**config.mk**
```make
export PLATFORM = sky130hd
export DESIGN_NAME = exec_unit
export DESIGN_NICKNAME = d
export VERILOG_FILES = /design/src/rtl/exec_pkg.sv /design/src/rtl/exec_unit_iter_muldiv.sv /design/src/rtl/exec_unit.sv
export SDC_FILE = /design/constraint.sdc
export NUM_CORES = 1
export LEC_CHECK = 0
export CORE_MARGIN = 4
export CORE_UTILIZATION = 40
export DETAILED_ROUTE_END_ITERATION = 12
export GPL_TIMING_DRIVEN = 0
export SLEW_MARGIN = 0
export SYNTH_ARGS = -nofsm -noshare
export SYNTH_HDL_FRONTEND = slang
export SYNTH_SLANG_ARGS = --single-unit
```
**constraint.sdc**
```tcl
create_clock -name clk -period 13.45 [get_ports clk]
set_input_delay 1.345 -clock clk [delete_from_list [all_inputs] [get_ports clk]]
set_output_delay 1.345 -clock clk [all_outputs]
set_load 0.01 [all_outputs]
```
**src/rtl/exec_pkg.sv**
```systemverilog
// Shared constants, opcodes and state encodings for the execute stage.
package exec_pkg;

    localparam int XLEN        = 32;
    localparam int ITER_CYCLES = 32;

    localparam logic [3:0] OP_ADD  = 4'd0;
    localparam logic [3:0] OP_SUB  = 4'd1;
    localparam logic [3:0] OP_AND  = 4'd2;
    localparam logic [3:0] OP_OR   = 4'd3;
    localparam logic [3:0] OP_XOR  = 4'd4;
    localparam logic [3:0] OP_NOR  = 4'd5;
    localparam logic [3:0] OP_SLT  = 4'd6;
    localparam logic [3:0] OP_SLTU = 4'd7;
    localparam logic [3:0] OP_SLL  = 4'd8;
    localparam logic [3:0] OP_SRL  = 4'd9;
    localparam logic [3:0] OP_SRA  = 4'd10;
    localparam logic [3:0] OP_MULU = 4'd11;
    localparam logic [3:0] OP_DIVU = 4'd12;
    localparam logic [3:0] OP_REMU = 4'd13;
    localparam logic [3:0] OP_PASSB = 4'd14;
    localparam logic [3:0] OP_ILL  = 4'd15;

    typedef enum logic [1:0] {
        ST_IDLE,
        ST_ITER,
        ST_DONE
    } state_t;

    typedef enum logic [1:0] {
        MD_MUL,
        MD_DIV,
        MD_REM
    } md_mode_t;

    // Quotient returned for an unsigned divide by zero.
    localparam logic [XLEN-1:0] DIV0_QUOT = '1;

    function automatic logic is_iter_op(input logic [3:0] op);
        return (op == OP_MULU) || (op == OP_DIVU) || (op == OP_REMU);
    endfunction

    function automatic md_mode_t op_to_mode(input logic [3:0] op);
        case (op)
            OP_DIVU: return MD_DIV;
            OP_REMU: return MD_REM;
            default: return MD_MUL;
        endcase
    endfunction

endpackage

```
**src/rtl/exec_unit_iter_muldiv.sv**
```systemverilog
// Iterative unsigned multiply (shift-add) and divide/remainder (restoring),
// one step per clock for ITER clocks.
module iter_muldiv
    import exec_pkg::*;
#(
    parameter int XLEN = exec_pkg::XLEN,
    parameter int ITER = exec_pkg::ITER_CYCLES
) (
    input  logic            clk,
    input  logic            rst_n,
    input  logic            start,
    input  logic            flush,
    input  md_mode_t        mode,
    input  logic [XLEN-1:0] a,
    input  logic [XLEN-1:0] b,
    output logic            busy,
    output logic            valid,
    output logic [XLEN-1:0] value
);

    localparam int CNT_W = (ITER > 1) ? $clog2(ITER) : 1;

    md_mode_t          mode_q;
    logic [CNT_W-1:0]  cnt;
    // acc: product accumulator or partial remainder.
    // shreg: multiplier (shifting right) or dividend/quotient (shifting left).
    // opnd: multiplicand (shifting left) or divisor.
    logic [XLEN-1:0]   acc;
    logic [XLEN-1:0]   shreg;
    logic [XLEN-1:0]   opnd;
    logic [XLEN-1:0]   a_q;
    logic [XLEN:0]     rem_sh;
    logic [XLEN:0]     rem_diff;

    assign rem_sh   = {acc, shreg[XLEN-1]};
    assign rem_diff = rem_sh - {1'b0, opnd};

    // valid marks the cycle the final step is taken; value is final from the next cycle on.
    assign valid = busy && !flush && (cnt == CNT_W'(ITER - 1));

    always_comb begin
        value = acc;
        case (mode_q)
            MD_DIV:  value = (opnd == '0) ? DIV0_QUOT : shreg;
            MD_REM:  value = (opnd == '0) ? a_q : acc;
            default: value = acc;
        endcase
    end

    always_ff @(posedge clk or posedge rst_n) begin
        if (rst_n) begin
            busy   <= 1'b0;
            cnt    <= '0;
            acc    <= '0;
            shreg  <= '0;
            opnd   <= '0;
            a_q    <= '0;
            mode_q <= MD_MUL;
        end else if (flush) begin
            busy <= 1'b0;
        end else if (start && !busy) begin
            busy   <= 1'b1;
            cnt    <= '0;
            acc    <= '0;
            a_q    <= a;
            mode_q <= mode;
            if (mode == MD_MUL) begin
                shreg <= b;
                opnd  <= a;
            end else begin
                shreg <= a;
                opnd  <= b;
            end
        end else if (busy) begin
            if (mode_q == MD_MUL) begin
                if (shreg[0]) begin
                    acc <= acc + opnd;
                end
                opnd  <= opnd << 1;
                shreg <= shreg >> 1;
            end else if (!rem_diff[XLEN]) begin
                acc   <= rem_diff[XLEN-1:0];
                shreg <= {shreg[XLEN-2:0], 1'b1};
            end else begin
                acc   <= rem_sh[XLEN-1:0];
                shreg <= {shreg[XLEN-2:0], 1'b0};
            end
            cnt <= cnt + CNT_W'(1);
            if (cnt == CNT_W'(ITER - 1)) begin
                busy <= 1'b0;
            end
        end
    end

endmodule

```
**src/rtl/exec_unit.sv**
```systemverilog
// Execute stage: single-cycle ALU plus iterative MULU/DIVU/REMU, returning
// result, destination and write enable to the register bank write port.
module exec_unit
    import exec_pkg::*;
#(
    parameter int XLEN = exec_pkg::XLEN,
    parameter int ITER = exec_pkg::ITER_CYCLES
) (
    input  logic            clk,
    input  logic            rst_n,
    input  logic            start,
    input  logic            flush,
    input  logic [3:0]      op,
    input  logic [XLEN-1:0] a,
    input  logic [XLEN-1:0] b,
    input  logic [3:0]      rd_in,
    input  logic            we_in,
    output logic            busy,
    output logic            done,
    output logic [XLEN-1:0] result,
    output logic [3:0]      rd_out,
    output logic            reg_write,
    output logic            zero,
    output logic            illegal
);

    localparam int SH_W = $clog2(XLEN);

    state_t                 state;
    logic [3:0]             op_lat;
    logic [3:0]             rd_lat;
    logic                   we_lat;
    logic [XLEN-1:0]        a_lat;
    logic [XLEN-1:0]        b_lat;
    logic signed [XLEN-1:0] sa;
    logic signed [XLEN-1:0] sb;
    logic [SH_W-1:0]        shamt;
    logic [XLEN-1:0]        alu_out;
    logic [XLEN-1:0]        fin;
    logic                   accept;
    logic                   md_start;
    logic                   md_busy;
    logic                   md_valid;
    logic [XLEN-1:0]        md_value;

    assign accept   = (state == ST_IDLE) && start && !flush;
    assign md_start = accept && is_iter_op(op);

    iter_muldiv #(
        .XLEN (XLEN),
        .ITER (ITER)
    ) u_muldiv (
        .clk   (clk),
        .rst_n (rst_n),
        .start (md_start),
        .flush (flush),
        .mode  (op_to_mode(op)),
        .a     (a),
        .b     (b),
        .busy  (md_busy),
        .valid (md_valid),
        .value (md_value)
    );

    assign sa    = $signed(a_lat);
    assign sb    = $signed(b_lat);
    assign shamt = b_lat[SH_W-1:0];

    // Single-cycle ALU evaluated from the latched instruction during DONE.
    always_comb begin
        alu_out = '0;
        case (op_lat)
            OP_ADD:   alu_out = a_lat + b_lat;
            OP_SUB:   alu_out = a_lat - b_lat;
            OP_AND:   alu_out = a_lat & b_lat;
            OP_OR:    alu_out = a_lat | b_lat;
            OP_XOR:   alu_out = a_lat ^ b_lat;
            OP_NOR:   alu_out = ~(a_lat | b_lat);
            OP_SLT:   alu_out = {{(XLEN-1){1'b0}}, (sa < sb)};
            OP_SLTU:  alu_out = {{(XLEN-1){1'b0}}, (a_lat < b_lat)};
            OP_SLL:   alu_out = a_lat << shamt;
            OP_SRL:   alu_out = a_lat >> shamt;
            OP_SRA:   alu_out = sa >>> shamt;
            OP_PASSB: alu_out = b_lat;
            default:  alu_out = '0;
        endcase
    end

    assign fin = is_iter_op(op_lat) ? md_value : alu_out;

    always_ff @(posedge clk or posedge rst_n) begin
        if (rst_n) begin
            state     <= ST_IDLE;
            busy      <= 1'b0;
            done      <= 1'b0;
            result    <= '0;
            rd_out    <= '0;
            reg_write <= 1'b0;
            zero      <= 1'b0;
            illegal   <= 1'b0;
            op_lat    <= '0;
            rd_lat    <= '0;
            we_lat    <= 1'b0;
            a_lat     <= '0;
            b_lat     <= '0;
        end else begin
            done      <= 1'b0;
            reg_write <= 1'b0;
            illegal   <= 1'b0;
            case (state)
                ST_IDLE: begin
                    if (accept) begin
                        op_lat <= op;
                        a_lat  <= a;
                        b_lat  <= b;
                        rd_lat <= rd_in;
                        we_lat <= we_in;
                        busy   <= 1'b1;
                        state  <= is_iter_op(op) ? ST_ITER : ST_DONE;
                    end
                end
                ST_ITER: begin
                    if (flush) begin
                        state <= ST_IDLE;
                        busy  <= 1'b0;
                    end else if (md_valid) begin
                        state <= ST_DONE;
                    end else if (!md_busy) begin
                        // Engine stopped without finishing: do not wait forever.
                        state <= ST_IDLE;
                        busy  <= 1'b0;
                    end
                end
                ST_DONE: begin
                    state <= ST_IDLE;
                    busy  <= 1'b0;
                    if (!flush) begin
                        done      <= 1'b1;
                        result    <= fin;
                        rd_out    <= rd_lat;
                        reg_write <= we_lat;
                        zero      <= (fin == '0);
                        illegal   <= (op_lat == OP_ILL);
                    end
                end
                default: begin
                    state <= ST_IDLE;
                    busy  <= 1'b0;
                end
            endcase
        end
    end

endmodule
```
==> results by group, run 1 <==
Setup path
  – Worst path arrival time: between 8 and 9 ns
  – Worst path bufs/invs: 6
  – CP required: 13.91 ns
  – Setup crit end kind: flip-flop
  – CP most frequent cell: nand4_1
  – Slowest CP cell: a2111oi_2
  – CP max stage delay: between 0.8 and 0.9 ns
  – Crit-path cells: buf_2 > buf_4 > clkinv_1 > buf_1 > clkbuf_1 > ha_1 > buf_6 > a21oi_1 > o221ai_1 > a2111oi_2 > o21ai_0 > nand2_1 > xnor2_1 > a2111oi_0 > nor4bb_1 > nand4_1 > nor4_1 > nand4_1 > o41ai_2
  – Startpoint Class: flip-flop
  – Setup CP Type: flip-flop to flip-flop
  – Crit Path Max Fanout: 11
  – CP top delay family: compound AO/OA/AOI/OAI gates

Status
  – Failing checks: max-capacitance violations
  – Outcome: complete, but fails checks

Timing
  – Max-slew violations: 0
  – Unrepaired setup endpoints after global routing: no
  – Final Hold Fails: 0
  – Worst slew pin tran: 1.45 ns
  – TNS Setup: 0 ns
  – Fin crit share: 57.3%
  – Fin worst setup slack: 5.74 ns
  – Hold_ws: between 0.4 and 0.5 ns
  – Slew HR: 2.33%
  – Tmin final: just under 8 ns
  – Clock skew: 0.0320 ns
  – Setup violators final: 0
  – Max frequency: about 0.13 GHz

Finish
  – Commonest non-fill, non-tap cell in the layout: nand2_1
  – Area Growth Syn to Fin: 13.8%
  – Sequential cell area: approximately 6300 µm²
  – Filler cells: 6503
  – Final core occ: between 40 and 50%
  – Layout cells sized above 1: slightly above 7%
  – Leading cell types in the layout, fill and taps excluded: nand2_1 (622), o21ai_0 (341), a21oi_1 (318)
  – Area of the multi-input gates: between 15000 and 20000 µm²
  – Finished Layout Cells: between 4000 and 5000
  – # nets final: approximately 3700

Place
  – I/O Buffers: 117
  – Pre-CTS setup slack: around 6 ns
  – HPWL after DPL: between 100000 and 150000 µm
  – Cells after DPL: 4294
  – Routability cong.: 1.08

Synthesis
  – Synth top area cells: dfrtp_1 (25%), nand2_1 (9.2%), ha_1 (8.5%)
  – Count of cell types in the netlist: between 90 and 100
  – Number of flops mapped to enable cells by yosys: 0
  – Flops & latches, synth: between 200 and 300
  – Sequential share of the synthesized area: around a quarter
  – Post-synth top area share: between 20% and 30%
  – Netlist Area Pre-Place: 25400 µm²
  – Mapped Cells: ~3300
  – Syn Nets: approximately 3600
  – Yosys warns: 0
  – Post-synth top area cell: dfrtp_1
  – Ys async rst share: 100%
  – Mean Syn Cell Area: around 7.6 µm²
  – Top_reg_cell synth: dfrtp_1

Power and ir drop
  – VDD IR-drop max: 225 µV
  – Internal power: between 3 and 4 mW
  – Net Switching: approximately 3.1 mW
  – Flop pwr share: between 20% and 30%
  – Net Sw Frac: roughly half
  – Comb pwr share: around 64%
  – Pwr dens: 214 nW/µm²
  – Leak: 12.3 nW
  – Clk network pwr share: between 15 and 20%

Flow run
  – Max cap viols: 1

Die
  – Die Footprint: between 60000 and 70000 µm²
  – Die extent in y: roughly 260 µm
  – Top Ports: about 120
  – Core footprint: 63000 µm²
  – Starting Density: between 40% and 50%
  – # rows: between 90 and 100
  – Width of the die: roughly 260 µm

Detailed routing
  – Antenna Violating Nets Remaining: 0
  – Avg WL per Cell: between 30 and 40 µm
  – Drt total wl: between 100000 and 150000 µm
  – Via count: 27992
  – DRT Pass-1 Iters: 6
  – Final routed DRC violation total: 0
  – DR vias/cell: 6.43
  – DR iter-0 viols: approximately 3600

Global route
  – First-pass GRT wire length: 188000 µm
  – Total track usage: a little under two fifths
  – Largest net degree at the start of global routing: around 110
  – Vias in the first global route: 26652
  – Initial antenna violation count: 8
  – Grt ovf: 0

Clocking
  – Root Buffer: clkbuf_16
  – Post-CTS Hold Fix Bufs: 0
  – H-tree depth: 2
  – Post-CTS setup buffers: 0
  – Clock insertion delay at the later pin of the skew report: about 0.56 ns
  – CTS tree: built
  – CTS-repair resized insts: 0
  – CTS clk-pin slew, worst paths: 0.07 ns
  – Clock Tree Buf Depth: 3
  – Cts bufs inserted: 34
  – Sink Count: about 250

Hold path
  – HP Class: flip-flop to flip-flop
Yosys cell counts, types with 14 or more instances:
library cell / instances
ha_1: 172
nand2_1: 622
o31ai_1: 17
buf_2: 37
a221o_1: 14
o22ai_1: 18
dfrtp_1: 252
o21ai_0: 341
nand2b_1: 24
xnor2_1: 43
nor2_1: 179
mux4_2: 33
nand4_1: 16
nand3_1: 61
nor3_1: 38
clkbuf_1: 169
a211oi_1: 37
inv_1: 156
nor4_1: 25
a22oi_1: 49
o21a_1: 19
mux2_2: 77
a31oi_1: 26
o211ai_1: 55
a21oi_1: 318
xor2_1: 23
o2111ai_1: 15
nor2b_1: 27
a221oi_1: 25
mux2i_1: 105
o21bai_1: 22
buf_1: 16
a21o_1: 49
final cells by class:
cell class                 instances  share of cell area, %
antenna                            2                 0.0173
buffer                           232                   3.34
clock buffer                      47                   3.39
clock inverter                    13                  0.562
inverter                         161                   2.12
multi-input combinational       2678                   60.7
sequential                       252                   21.8
tap                              846                   3.66
timing repair buffer             125                   4.39
registers in the layout (all words and copies together), names as in the netlist, 2 cells and up:
name and cells:
u_muldiv.acc 32, a_lat 32, u_muldiv.cnt 5, op_lat 4
state 2, u_muldiv.a_q 32, u_muldiv.shreg 32, rd_lat 4
u_muldiv.opnd 32, u_muldiv.mode_q 2, b_lat 32, rd_out 4
result 32
cell families after synthesis:
family                   synth area share, %
AO/OA/AOI/OAI                           29.5
XOR/XNOR                                2.27
adder cells (fa/ha/maj)                 8.78
buffers and inverters                   6.18
flip-flops                              24.8
multiplexers                            10.5
AND/OR/NAND/NOR                         18.0
stage by stage:
step,power (mW),cell area (µm²)
after floorplan,3.79,25400
after global placement,5.13,27600
after detailed placement,5.12,27800
after CTS,6.08,28900
after global routing,6.52,28900
final,6.18,28900
tightest hold or removal path, cell delays in order, from the launching register on:
cell     delay (ns)
dfrtp_1        0.34
nand2_1        0.05
nand2_1        0.05
power groups by stage:
stage               registers (mW)  clock network, mW  logic, mW
global placement              1.28                  0       3.84
CTS                           1.27              0.952       3.85
finish                        1.29              0.945       3.94
global route                  1.30              0.986       4.23
floorplan                     1.15                  0       2.63
detailed placement            1.29                  0       3.84
layer usage:
layer	track usage, %	vias to the layer above	part of all wire [%]
li1	-	12448	-
met1	47.1	13426	39
met2	59.6	1668	44
met3	6.99	444	9.4
met4	23.5	6	7.9
met5	0	-	0.036
final timing paths:
path	start	endpoint	slack [ns]	depth (start not counted)
worst min-delay path	rd_lat[0]	rd_out[0]	0.46	2
worst min register to register	rd_lat[0]	rd_out[0]	0.46	2
worst max register to register	b_lat[2]	zero	5.74	19
max in group asynchronous	rst_n	rd_lat[2]	10.90	4
min in group asynchronous	rst_n	u_muldiv.cnt[4]	1.21	2
worst max-delay path	b_lat[2]	zero	5.74	19
No activity file was read; power rests on OpenSTA's default activity.
==> run 2, diff against run 1 <==
Clock period 13.45 ns to 7.2 ns, I/O delays scaled along.
==> results by group, run 2 (synthesis results as in run 1) <==
Clocking
  – H-tree depth: 2 (unchanged)
  – CTS tree: built (unchanged)
  – Root Buffer: clkbuf_16 (unchanged)
  – Cts bufs inserted: 34 (unchanged)
  – Post-CTS Hold Fix Bufs: 0 (unchanged)
  – CTS clk-pin slew, worst paths: 0.08 ns (was 0.07 ns)
  – Clock insertion delay at the later pin of the skew report: 0.58 ns (was 0.56 ns)
  – Clock Tree Buf Depth: 3 (unchanged)
  – Sink Count: 252 (unchanged)

Flow run
  – Max cap viols: 2 (was 1)

Power and ir drop
  – VDD IR-drop max: 543 µV (was 225 µV)
  – Pwr dens: 401 nW/µm² (was 214 nW/µm²)
  – Overall Power: 11.6 mW (was 6.18 mW)
  – Leak: 12.3 nW (about the same)

Die
  – Top Ports: 118 (unchanged)
  – Width of the die: 260 µm (unchanged)
  – Core footprint: 63000 µm² (unchanged)
  – # rows: 92 (unchanged)
  – Starting Density: 40.4% (unchanged)
  – Die extent in y: 260 µm (unchanged)
  – Die Footprint: 67600 µm² (unchanged)

Timing
  – Unrepaired setup endpoints after global routing: no (unchanged)
  – Setup violators final: 0 (unchanged)
  – Fin crit share: 95.7% (was 57.3%)
  – Max-slew violations: 3 (was 0)
  – TNS Setup: 0 ns (unchanged)
  – Slew HR: -2.66% (was 2.33%)
  – Clock skew: 0.0305 ns (was 0.0320 ns)
  – Max frequency: 0.145 GHz (was 0.130 GHz)
  – Final Hold Fails: 0 (unchanged)
  – Tmin final: 6.89 ns (was 7.71 ns)
  – Worst slew pin tran: 1.53 ns (was 1.45 ns)

Finish
  – Leading cell types in the layout, fill and taps excluded: nand2_1 (622), o21ai_0 (341), a21oi_1 (318) (unchanged)
  – Layout cells sized above 1: 7.46% (was 7.27%)
  – Sequential cell area: 6310 µm² (unchanged)
  – Filler cells: 6497 (was 6503)
  – # nets final: 3740 (was 3737)
  – Area Growth Syn to Fin: 14.2% (was 13.8%)
  – Commonest non-fill, non-tap cell in the layout: nand2_1 (unchanged)
  – Finished Layout Cells: 4359 (was 4356)
  – Area of the multi-input gates: 17600 µm² (about the same)

Global route
  – Initial antenna violation count: 1 (was 8)
  – Total track usage: 38.7% (was 37.5%)
  – Grt ovf: 0 (unchanged)
  – Largest net degree at the start of global routing: 43 (was 107)
  – Vias in the first global route: 26996 (was 26652)
  – First-pass GRT wire length: 192000 µm (was 188000 µm)

Setup path
  – Setup crit end kind: flip-flop (unchanged)
  – Startpoint Class: flip-flop (unchanged)
  – Worst path arrival time: 7.37 ns (was 8.17 ns)
  – Crit Path Max Fanout: 11 (unchanged)
  – CP required: 7.68 ns (was 13.91 ns)
  – Setup CP Type: flip-flop to flip-flop (unchanged)

Place
  – I/O Buffers: 117 (unchanged)
  – Cells after DPL: 4297 (was 4294)
  – HPWL after DPL: 109000 µm (was 106000 µm)
  – Routability cong.: 1.08 (about the same)

Status
  – Failing checks: max-capacitance violations, max-slew violations (was max-capacitance violations)
  – Outcome: complete, but fails checks (unchanged)

Detailed routing
  – Via count: 27968 (was 27992)
  – Avg WL per Cell: 30.8 µm (was 30.1 µm)
  – Drt total wl: 134000 µm (was 131000 µm)
  – DR vias/cell: 6.42 (was 6.43)
  – Antenna Violating Nets Remaining: 0 (unchanged)
  – DR iter-0 viols: 3644 (was 3611)
  – DRT Pass-1 Iters: 8 (was 6)
  – Final routed DRC violation total: 0 (unchanged)

Hold path
  – HP Class: input pin to async pin (was flip-flop to flip-flop)
-- run 2: layout make-up --
cell class              instances  area share, %
multi-input cells            2678           60.6
flip-flops and latches        252           21.7
repair buffers                128           4.62
well taps                     846           3.65
plain buffers                 232           3.33
clock buffers                  45           3.28
inverters                     161           2.10
clock inverters                15          0.625
diodes                          2         0.0173
-- run 2: power breakdown --
group | total (mW) | internal (mW) | switching, mW | leakage, nW
clock network | 1.77 | 1.02 | 0.751 | 0.554
registers | 2.42 | 1.78 | 0.639 | 3.26
logic | 7.45 | 2.83 | 4.61 | 8.48
total | 11.6 | 5.64 | 6.00 | 12.3
-- run 2: metrics by stage --
stage | setup WS (ns) | util, % | hold slack, ns | cell area [µm²]
5_1_grt | 0.195 | 46.1 | 0.430 | 29000
6_report | 0.309 | 46.1 | 0.412 | 29000
3_5_place_dp | -0.212 | 44.2 | 0.450 | 27800
2_1_floorplan | 2.54 | - | 0.435 | 25400
4_1_cts | 0.0779 | 46.0 | 0.401 | 29000
3_3_place_gp | -0.554 | 43.9 | 0.444 | 27600
-- run 2: final timing paths --
path | startpoint | end | slack, ns | cells past startpoint
max in group asynchronous | rst_n | rd_lat[2] | 5.54 | 6
worst min-delay path | rst_n | u_muldiv.opnd[1] | 0.41 | 2
worst max register to register | b_lat[2] | zero | 0.31 | 19
worst min register to register | rd_lat[0] | rd_out[0] | 0.45 | 2
min in group clk | rd_lat[0] | rd_out[0] | 0.45 | 2
worst max-delay path | b_lat[2] | zero | 0.31 | 19
-- run 2: worst max-delay path, stage by stage, from the launching register on --
cell,delay [ns]
dfrtp_1,0.39
buf_2,0.23
buf_4,0.27
clkinv_1,0.53
buf_1,0.54
clkbuf_2,0.48
ha_1,0.41
buf_6,0.14
a21oi_1,0.28
o221ai_1,0.26
a2111oi_4,0.62
o21ai_0,0.29
nand2_1,0.21
xnor2_1,0.10
a2111oi_2,0.73
nor4bb_1,0.39
nand4_1,0.14
nor4_1,0.34
nand4_1,0.19
o41ai_2,0.23
-- run 2: per-layer routing --
metal	routed length, µm	share of wire [%]	track usage, %
met5	0	0	0
met4	9860	7.3	23.4
met3	11100	8.3	5.92
met2	60800	45	62.8
met1	52500	39	48.8
-- run 2: what timing repair did --
action	CTS	global route
endpoints found under the hold margin	0	0
pin swaps	0	0
buffers inserted	0	0
setup endpoints to repair	1	1
gates resized for setup	1	2
